[config.mk]
export PLATFORM = sky130hd
export DESIGN_NAME = rf_wb_arbiter
export DESIGN_NICKNAME = d
export VERILOG_FILES = /design/src/rtl/rf_wb_arbiter_pkg.sv /design/src/rtl/rf_wb_starve_ctr.sv /design/src/rtl/rf_wb_arbiter.sv
export SDC_FILE = /design/constraint.sdc
export NUM_CORES = 1
export LEC_CHECK = 0
export CELL_PAD_IN_SITES_DETAIL_PLACEMENT = 1
export CELL_PAD_IN_SITES_GLOBAL_PLACEMENT = 1
export CORE_UTILIZATION = 26
export CTS_CLUSTER_DIAMETER = 60
export CTS_CLUSTER_SIZE = 24
export DETAILED_ROUTE_END_ITERATION = 7
export PLACE_DENSITY = 0.88
export SLEW_MARGIN = 20
export SYNTH_ARGS = -nofsm -noshare
export SYNTH_HDL_FRONTEND = slang
export SYNTH_HIERARCHICAL = 1
export SYNTH_SLANG_ARGS = --single-unit
[constraint.sdc]
create_clock -name i_clk -period 1.75 [get_ports i_clk]
set_input_delay 0.35 -clock i_clk [delete_from_list [all_inputs] [get_ports i_clk]]
set_output_delay 0.35 -clock i_clk [all_outputs]
set_load 0.02 [all_outputs]
[src/rtl/rf_wb_arbiter_pkg.sv]
// -----------------------------------------------------------------------------
// rf_wb_arbiter_pkg
// Shared definitions for the register-file writeback arbiter:
//   - XLEN encodings (2-bit) and the derived data width helper
//   - arbiter FSM state type
//   - default starvation limit
// Optional feature macro used by the arbiter: RF_WB_ARB_PERF_EN
// -----------------------------------------------------------------------------
package rf_wb_arbiter_pkg;

   // XLEN encodings; the data width is 1 << (XLEN + 4).
   localparam logic [1:0] XLEN_32B  = 2'd1;
   localparam logic [1:0] XLEN_64B  = 2'd2;
   localparam logic [1:0] XLEN_128B = 2'd3;

   localparam int DEFAULT_STARVE_LIMIT = 4;

   typedef enum logic {
      S_PRIO0  = 1'b0,   // port 0 has priority
      S_FORCE1 = 1'b1    // port 0 stalled, port 1 granted
   } arb_state_e;

   function automatic int data_width(input logic [1:0] xlen);
      return 1 << (int'(xlen) + 4);
   endfunction

endpackage

[src/rtl/rf_wb_starve_ctr.sv]
// -----------------------------------------------------------------------------
// rf_wb_starve_ctr
// Counts consecutive cycles in which a valid port-1 request is denied and
// raises force_req on the cycle the count reaches STARVE_LIMIT, so the
// arbiter FSM can move to its forced-grant state on the next edge.
// Ports:
//   i_clk, i_rst    clock, synchronous active-high reset
//   enable          global clock enable; low = counter holds
//   p1_valid        port-1 request
//   p1_ready        port-1 grant this cycle
//   force_req       denied request that brings the count to the limit
// -----------------------------------------------------------------------------
module rf_wb_starve_ctr #(
   parameter int STARVE_LIMIT = 4     // legal range 1..15
) (
   input  logic i_clk,
   input  logic i_rst,
   input  logic enable,
   input  logic p1_valid,
   input  logic p1_ready,
   output logic force_req
);

   localparam logic [3:0] LIMIT = 4'(STARVE_LIMIT);

   logic [3:0] starve;
   logic       denied;

   assign denied = enable & p1_valid & ~p1_ready;

   // The count is one short of the limit, so this denial reaches it.
   assign force_req = denied & (starve >= LIMIT - 4'd1);

   // NOTE: sequential state uses non-blocking assignments so every register
   // samples pre-edge values regardless of process ordering.
   always_ff @(posedge i_clk) begin
      if (i_rst) begin
         starve <= 4'd0;
      end else if (enable) begin
         if (!p1_valid || p1_ready) begin
            // Idle port 1 or a completed handshake ends the wait.
            starve <= 4'd0;
         end else if (starve < LIMIT) begin
            starve <= starve + 4'd1;
         end
      end
   end

endmodule

[src/rtl/rf_wb_arbiter.sv]
// -----------------------------------------------------------------------------
// rf_wb_arbiter
// Arbitrates the single register-file write port between the in-order WB
// stage (port 0, fixed priority) and the long-latency unit return (port 1).
// A starvation guard forces a port-1 grant after STARVE_LIMIT consecutive
// denied cycles. The winning request is registered and drives the register
// file write port directly; the same registers are exposed as the in-flight
// write for hazard logic.
// Parameters:
//   XLEN          2-bit encoding, data width DW = 1 << (XLEN + 4)
//   STARVE_LIMIT  denied cycles before a forced port-1 grant (1..15)
// Ports:
//   i_clk, i_rst                  clock, synchronous active-high reset
//   i_clk_enable                  global stall, low = all state holds
//   i_p0_valid/addr/data, o_p0_ready   port-0 write request
//   i_p1_valid/addr/data, o_p1_ready   port-1 write request
//   o_rf_we/o_rf_wr_addr/o_rf_wr_data  registered register-file write
//   o_pend_valid/o_pend_addr           in-flight write (same registers)
// Optional (macro RF_WB_ARB_PERF_EN):
//   o_perf_conflicts   enabled cycles with both requests valid
//   o_perf_forced      number of entries into the forced-grant state
// -----------------------------------------------------------------------------
module rf_wb_arbiter
   import rf_wb_arbiter_pkg::*;
#(
   parameter logic [1:0] XLEN         = XLEN_64B,
   parameter int         STARVE_LIMIT = DEFAULT_STARVE_LIMIT,
   localparam int        DW           = data_width(XLEN)
) (
   input  logic          i_clk,
   input  logic          i_rst,
   input  logic          i_clk_enable,
   input  logic          i_p0_valid,
   input  logic [4:0]    i_p0_addr,
   input  logic [DW-1:0] i_p0_data,
   output logic          o_p0_ready,
   input  logic          i_p1_valid,
   input  logic [4:0]    i_p1_addr,
   input  logic [DW-1:0] i_p1_data,
   output logic          o_p1_ready,
   output logic          o_rf_we,
   output logic [4:0]    o_rf_wr_addr,
   output logic [DW-1:0] o_rf_wr_data,
   output logic          o_pend_valid,
   output logic [4:0]    o_pend_addr
`ifdef RF_WB_ARB_PERF_EN
   ,
   output logic [31:0]   o_perf_conflicts,
   output logic [31:0]   o_perf_forced
`endif
);

   arb_state_e state, state_next;
   logic       p0_fire, p1_fire;
   logic       force_req;

   // Readies never look at their own valid; port 1 only sees port 0's valid,
   // which keeps both readies from being high while both valids are high.
   assign o_p0_ready = i_clk_enable & ~i_rst & (state == S_PRIO0);
   assign o_p1_ready = i_clk_enable & ~i_rst & ((state == S_FORCE1) | ~i_p0_valid);

   assign p0_fire = i_p0_valid & o_p0_ready;
   assign p1_fire = i_p1_valid & o_p1_ready;

   rf_wb_starve_ctr #(
      .STARVE_LIMIT (STARVE_LIMIT)
   ) u_starve_ctr (
      .i_clk     (i_clk),
      .i_rst     (i_rst),
      .enable    (i_clk_enable),
      .p1_valid  (i_p1_valid),
      .p1_ready  (o_p1_ready),
      .force_req (force_req)
   );

   always_ff @(posedge i_clk) begin
      if (i_rst) begin
         state <= S_PRIO0;
      end else if (i_clk_enable) begin
         state <= state_next;
      end
   end

   always_comb begin
      // NOTE: every comb output gets a default before the case so no path
      // leaves it unassigned, which would otherwise infer a latch.
      state_next = state;
      case (state)
         S_PRIO0: begin
            if (force_req) state_next = S_FORCE1;
         end
         S_FORCE1: begin
            // Leave on the granted handshake; a dropped request is only
            // recovered from, never expected.
            if (i_clk_enable && (p1_fire || !i_p1_valid)) state_next = S_PRIO0;
         end
         default: state_next = S_PRIO0;
      endcase
   end

   // Registered write command. A handshake to x0 is still captured for
   // debug visibility but never asserts the write enable.
   always_ff @(posedge i_clk) begin
      if (i_rst) begin
         o_rf_we      <= 1'b0;
         o_rf_wr_addr <= 5'd0;
         o_rf_wr_data <= '0;
      end else if (i_clk_enable) begin
         if (p0_fire) begin
            o_rf_we      <= (i_p0_addr != 5'd0);
            o_rf_wr_addr <= i_p0_addr;
            o_rf_wr_data <= i_p0_data;
         end else if (p1_fire) begin
            o_rf_we      <= (i_p1_addr != 5'd0);
            o_rf_wr_addr <= i_p1_addr;
            o_rf_wr_data <= i_p1_data;
         end else begin
            // A write held through a stall commits exactly once: it clears
            // on the first enabled cycle without a new handshake.
            o_rf_we <= 1'b0;
         end
      end
   end

   assign o_pend_valid = o_rf_we;
   assign o_pend_addr  = o_rf_wr_addr;

`ifdef RF_WB_ARB_PERF_EN
   always_ff @(posedge i_clk) begin
      if (i_rst) begin
         o_perf_conflicts <= 32'd0;
         o_perf_forced    <= 32'd0;
      end else if (i_clk_enable) begin
         if (i_p0_valid && i_p1_valid) o_perf_conflicts <= o_perf_conflicts + 32'd1;
         if (state == S_PRIO0 && state_next == S_FORCE1) o_perf_forced <= o_perf_forced + 32'd1;
      end
   end
`endif

endmodule
# Word-level counts from Yosys, hierarchy flattened
# Cells that the tools add are included.
[word_totals]
register_bits = 75
out_inout_bits = 78
wordCells = 42
[classes]
add_sub_neg = 1
n_lt_le_gt_ge = 2
n_mux = 11
bitwise_logic = 13
reduce_logical = 10
[op_table]
columns = ["cell", "n"]
rows = [
  ["two-way mux 64 bit", 2],
  ["two-way mux 5 bit", 2],
  ["nonzero test 5 bit", 2],
  ["bitwise AND 1 bit", 8],
  ["two-way mux 4 bit", 2],
  ["adder 4 x 1 -> 4 bit (second input constant)", 1],
  ["greater-or-equal comparator 4 x 2 -> 1 bit (second input constant)", 1],
  ["less-than comparator 4 x 3 -> 1 bit (second input constant)", 1],
  ["two-way mux 1 bit", 4],
  ["inverter 1 bit", 4],
  ["AND reduction 2 bit", 2],
  ["nonzero test 2 bit", 2],
  ["logical OR 1 bit", 2],
  ["one-hot mux 1 bit (2 select lines)", 1],
  ["logical AND 1 bit", 1],
  ["zero test 1 bit", 1],
  ["OR 1 bit", 1],
]

# Depth between registers and ports, before layout
# Gate-level depths: netlist of the first run.
[logic_depth]
word_depth = 8
depth_mapped = 7
mapped_depth_nobuf = 6

# By module
# The synthesis of the first run kept the hierarchy.
[by_module_without_submodules]
columns = ["module", "n_inst", "cells_each", "area_per_inst_um2", "seq_area_each_um2"]
rows = [
  ["rf_wb_arbiter", 1, 408, 3444.6, 1421.4],
  ["rf_wb_starve_ctr", 1, 22, 206.4, 80.1],
]

# Least setup slack after synthesis of the first run
# Ideal clock, no wire load.
[synth_timing]
path_kind = "in2reg"
startpoint = "input port i_rst"
endpoint = "register state"
setup_ns = 0.132
arrival_ns = 1.544
setup_slack_ns = 0.073
path_stages = 7
n_path_buf = 1
path_cell_list = "clkbuf_1 nand2b_1 nor2_1 and3b_1 o31a_2 nand3b_1 a21oi_1"
[synth_via]
elab_chain_cells = 8
elab_cells_between_ends = 12
cone_classes = "mux: 3; bitwise: 7; reduce/logical: 2"
[synth_lines]
columns = ["element", "line_no", "text"]
rows = [
  ["from (decl)", "rf_wb_arbiter.sv:31", "input logic i_rst,"],
  ["inverter 1 bit", "rf_wb_arbiter.sv:60", "assign o_p1_ready = i_clk_enable & ~i_rst & ((state == S_FORCE1) | ~i_p0_valid);"],
  ["bitwise AND 1 bit (2 in series)", "rf_wb_arbiter.sv:60", ""],
  ["net o_p1_ready", "rf_wb_arbiter.sv:40", "output logic o_p1_ready,"],
  ["inverter 1 bit", "rf_wb_starve_ctr.sv:29", "assign denied = enable & p1_valid & ~p1_ready;"],
  ["bitwise AND 1 bit", "rf_wb_starve_ctr.sv:29", ""],
  ["bitwise AND 1 bit", "rf_wb_starve_ctr.sv:32", "assign force_req = denied & (starve >= LIMIT - 4'd1);"],
  ["net force_req", "rf_wb_arbiter.sv:55", "logic force_req;"],
  ["two-way mux 1 bit", "rf_wb_arbiter.sv:90", "if (force_req) state_next = S_FORCE1;"],
  ["one-hot mux 1 bit (2 select lines)", "rf_wb_arbiter.sv:88", "case (state)"],
  ["to (signal assigned)", "rf_wb_arbiter.sv:80", "state <= state_next;"],
  ["to (decl)", "rf_wb_arbiter.sv:53", "arb_state_e state, state_next;"],
]
# The timed path passes the listed nets, and every way through them passes these cells.
# A chain may end at the register's enable or synchronous reset.

# Worst setup path in the final report of the first run
[layout_timing]
startpoint = "register o_rf_wr_addr[0], in the netlist o_pend_addr[0]"
endpoint = "output port o_pend_addr[0]"
[layout_rtl]
columns = ["element", "line_no", "text"]
rows = [
  ["from (decl)", "rf_wb_arbiter.sv:42", "output logic [4:0] o_rf_wr_addr,"],
  ["from (signal assigned)", "rf_wb_arbiter.sv:111", "o_rf_wr_addr <= i_p0_addr;"],
  ["from (signal assigned)", "rf_wb_arbiter.sv:115", "o_rf_wr_addr <= i_p1_addr;"],
  ["to (decl)", "rf_wb_arbiter.sv:45", "output logic [4:0] o_pend_addr"],
]
# No word-level cell between the ends.

==> results of run 1 <==
-- layer usage --
layer / part of all wire (%) / vias up / wire length, um
met5: 0 / - / 0
met4: 1.8 / 0 / 231
met3: 6.3 / 17 / 829
met2: 51 / 136 / 6743
met1: 41 / 1882 / 5338
li1: - / 1955 / -
-- cell type report --
type / count / area (um^2)
clock buffer: 13 / 270.3
clock inverter: 2 / 10.01
fill: 1580 / 7238
multi-input combinational: 306 / 1862
sequential: 75 / 1501
tap: 176 / 220.2
timing repair buffer: 236 / 2351
-- flip-flops by register name, indices dropped and copies added, names as in the netlist --
name and flops:
state 1, u_starve_ctr/starve 4, o_pend_addr 5, o_pend_valid 1, o_rf_wr_data 64
-- cell usage after synthesis (all sizes together) --
cell and n:
a211oi 61, dfxtp 75, o41ai 1, a21oi 2, a211o 1, a222oi 5
and2b 1, and3b 1, nor2 76, buf 28, nand3b 63, o31a 1
o21a 3, nand2b 6, and3 1, nor3 1, nand3 4, nand2 6
and2 1, o21ai 64, o21bai 1, a311oi 3, clkbuf 21, a41oi 1
nor2b 1, ha 1, nand4b 1
-- cells by family after synthesis --
group,count (synthesis)
simple gates,162
fa+ha+maj,1
buf+inv,49
flops,75
compound gates,143
-- through the flow --
step	util, %	power (uW)
CTS	46.21	4781
finish	46.20	4717
detailed placement	44.12	3037
floorplan	-	2406
global route	46.20	4943
global placement	44.12	2997
-- what timing repair did --
action,in CTS,in global routing
endpoints found under the setup margin,2,2
cloned,0,0
resized for setup,4,2
-- worst paths after layout --
kind | startpoint | to | cells past startpoint
max | o_pend_addr[0] | o_pend_addr[0] | 1
min | o_rf_wr_data[43] | o_rf_wr_data[43] | 2
max reg2reg | state | o_rf_wr_data[24] | 6
min reg2reg | o_rf_wr_data[43] | o_rf_wr_data[43] | 2
-- power breakdown --
part           internal [uW]  leakage [uW]  total (uW)  switching [uW]
clock network           1060      0.000141        1720             660
registers               1810      0.000615        1860            55.6
logic                    621       0.00138        1130             509
total                   3490       0.00213        4720            1220
==> results by group, run 1 <==
Status
  • Status: completed

Timing
  • Tmin final: 1.683 ns
  • Clk_skew: 0.007063 ns
  • Final hold vios: 0
  • Worst setup slack after layout: 0.06655 ns
  • Hold_ws: 0.4762 ns
  • Setup TNS: 0 ns
  • Final max-slew violation count: 0
  • Crit share post-route: 96.20%
  • Fmax: 594.0 MHz
  • Worst slew margin: 45.59%
  • Setup Viol. Count Final: 0
  • Slew of the pin with the lowest slew margin: 0.8161 ns

Global route
  • Largest net degree at the start of global routing: 78
  • M3 GR Usage: 4.104%
  • Vias in the first global route: 4210
  • Met2 Usage GRT: 33.55%
  • All-Layer GR Usage: 17.59%
  • Initial antenna violation count: 0
  • Total global routing overflow: 0
  • First-pass GRT wire length: 20450 um
  • GRT met1 Usage: 18.85%
  • GRT Max-Usage Layer: met2

Finish
  • Most common cell after layout, fill and taps aside: clkdlybuf4s50_1
  • Nets@finish: 772
  • Ratio of cells with drive above 1 in the final layout: 6.962%
  • Antenna cell count: 0
  • Design area: 0.006215 mm^2
  • P&R area growth vs syn: 70.22%
  • Most frequent cells in the layout: clkdlybuf4s50_1, dfxtp_1, nor2_1
  • Final Non-Filler Cells: 808

Synth
  • Avg Inst Size Synth: 8.491 um^2
  • Netlist cell types: 33
  • Sequential area share after synthesis: 41.12%
  • Post-Synthesis Cell Area: 0.003651 mm^2
  • Seq cells post-synth: 75
  • Synth Area in Compound Gates: 25.53%
  • Post-synth top area share: 41.12%
  • Syn nets: 574
  • Multiplexer share of the synthesized area: 0%
  • Simple-Gate Fraction of Synth Area: 24.95%
  • Syn Inst Count: 430
  • Synth area leader: dfxtp_1
  • Combinational family with the most area after synthesis: compound AO/OA/AOI/OAI gates
  • Area share of fa/ha/maj cells after synthesis: 0.3427%
  • Synth area leaders: dfxtp_1, nand3b_1, a211oi_1
  • Yosys warnings: 6
  • Xor/xnor share of the synthesized area: 0%

Critical path
  • Crit Path Class: register to output pin
  • Worst Setup End Kind: output pin
  • Critical Path Start Type: register
  • CP peak stage delay: 0.63 ns
  • Critical Path AT: 1.33 ns
  • CP max-delay cell: clkdlybuf4s50_1
  • R2R setup slack: 0.29 ns
  • Top delay family on crit path: buffers and inverters
  • Req. time, crit path: 1.40 ns
  • Crit path max fanout: 3
  • CP cell instances: clkdlybuf4s50_1
  • Buf/Inv on CP: 1

Floorplanning
  • IO Pins: 221
  • Die ar.: 0.01452 mm^2
  • Initial Utilization: 27.14%
  • Die width: 120.5 um
  • Rows: 42
  • Core box area: 0.01345 mm^2
  • Die Y: 120.5 um

Clock tree
  • CTS Buf Count: 9
  • CTS root buf: clkbuf_16
  • Worst-skew pair later-pin latency: 0.32 ns
  • Clock buffer depth: 2
  • Num Clock Sinks: 75
  • Clk slew on worst S/H paths: 0.06 ns
  • CTS tree: built
  • CTS hold repair buffers: 0
  • Htree depth: 3
  • Setup Buffers After CTS: 0

Drt
  • Via/cell ratio: 4.938
  • Routed len/inst: 16.27 um
  • WL final: 13140 um
  • DRT antenna net count: 0
  • Vias after detailed routing: 3990
  • Initial DRC count: 184
  • Drt drc: 0
  • TritonRoute pass-1 iters: 5

Placement
  • Port Buffers: 220
  • Dpl cells: 793
  • Post-DP HPWL: 9693 um
  • GPL Wtd Cong: 0.7440
  • Place WS: -0.3194 ns
  • Placement Cell Area: 0.005936 mm^2

Min path
  • Class of the worst hold path: register to register

Pwr
  • PD cells: 759.1 mW/mm^2
  • Leakage: 0.002132 uW
  • Max VDD drop: 339.1 uV

Job
  • Max-Cap Viols: 0
No activity file was read; power rests on OpenSTA's default activity.
==> run 2: changes to the inputs <==
--- a/config.mk
+++ b/config.mk
@@ -5,10 +5,11 @@
 export SDC_FILE = /design/constraint.sdc
 export NUM_CORES = 1
 export LEC_CHECK = 0
+export ABC_CLOCK_PERIOD_IN_PS = 1750
 export CELL_PAD_IN_SITES_DETAIL_PLACEMENT = 1
 export CELL_PAD_IN_SITES_GLOBAL_PLACEMENT = 1
 export CORE_UTILIZATION = 26
-export CTS_CLUSTER_DIAMETER = 60
+export CTS_CLUSTER_DIAMETER = 200
 export CTS_CLUSTER_SIZE = 24
 export DETAILED_ROUTE_END_ITERATION = 7
 export PLACE_DENSITY = 0.88
==> results of run 2 <==
Final layout, timing and power as in run 1 (identical DEF).
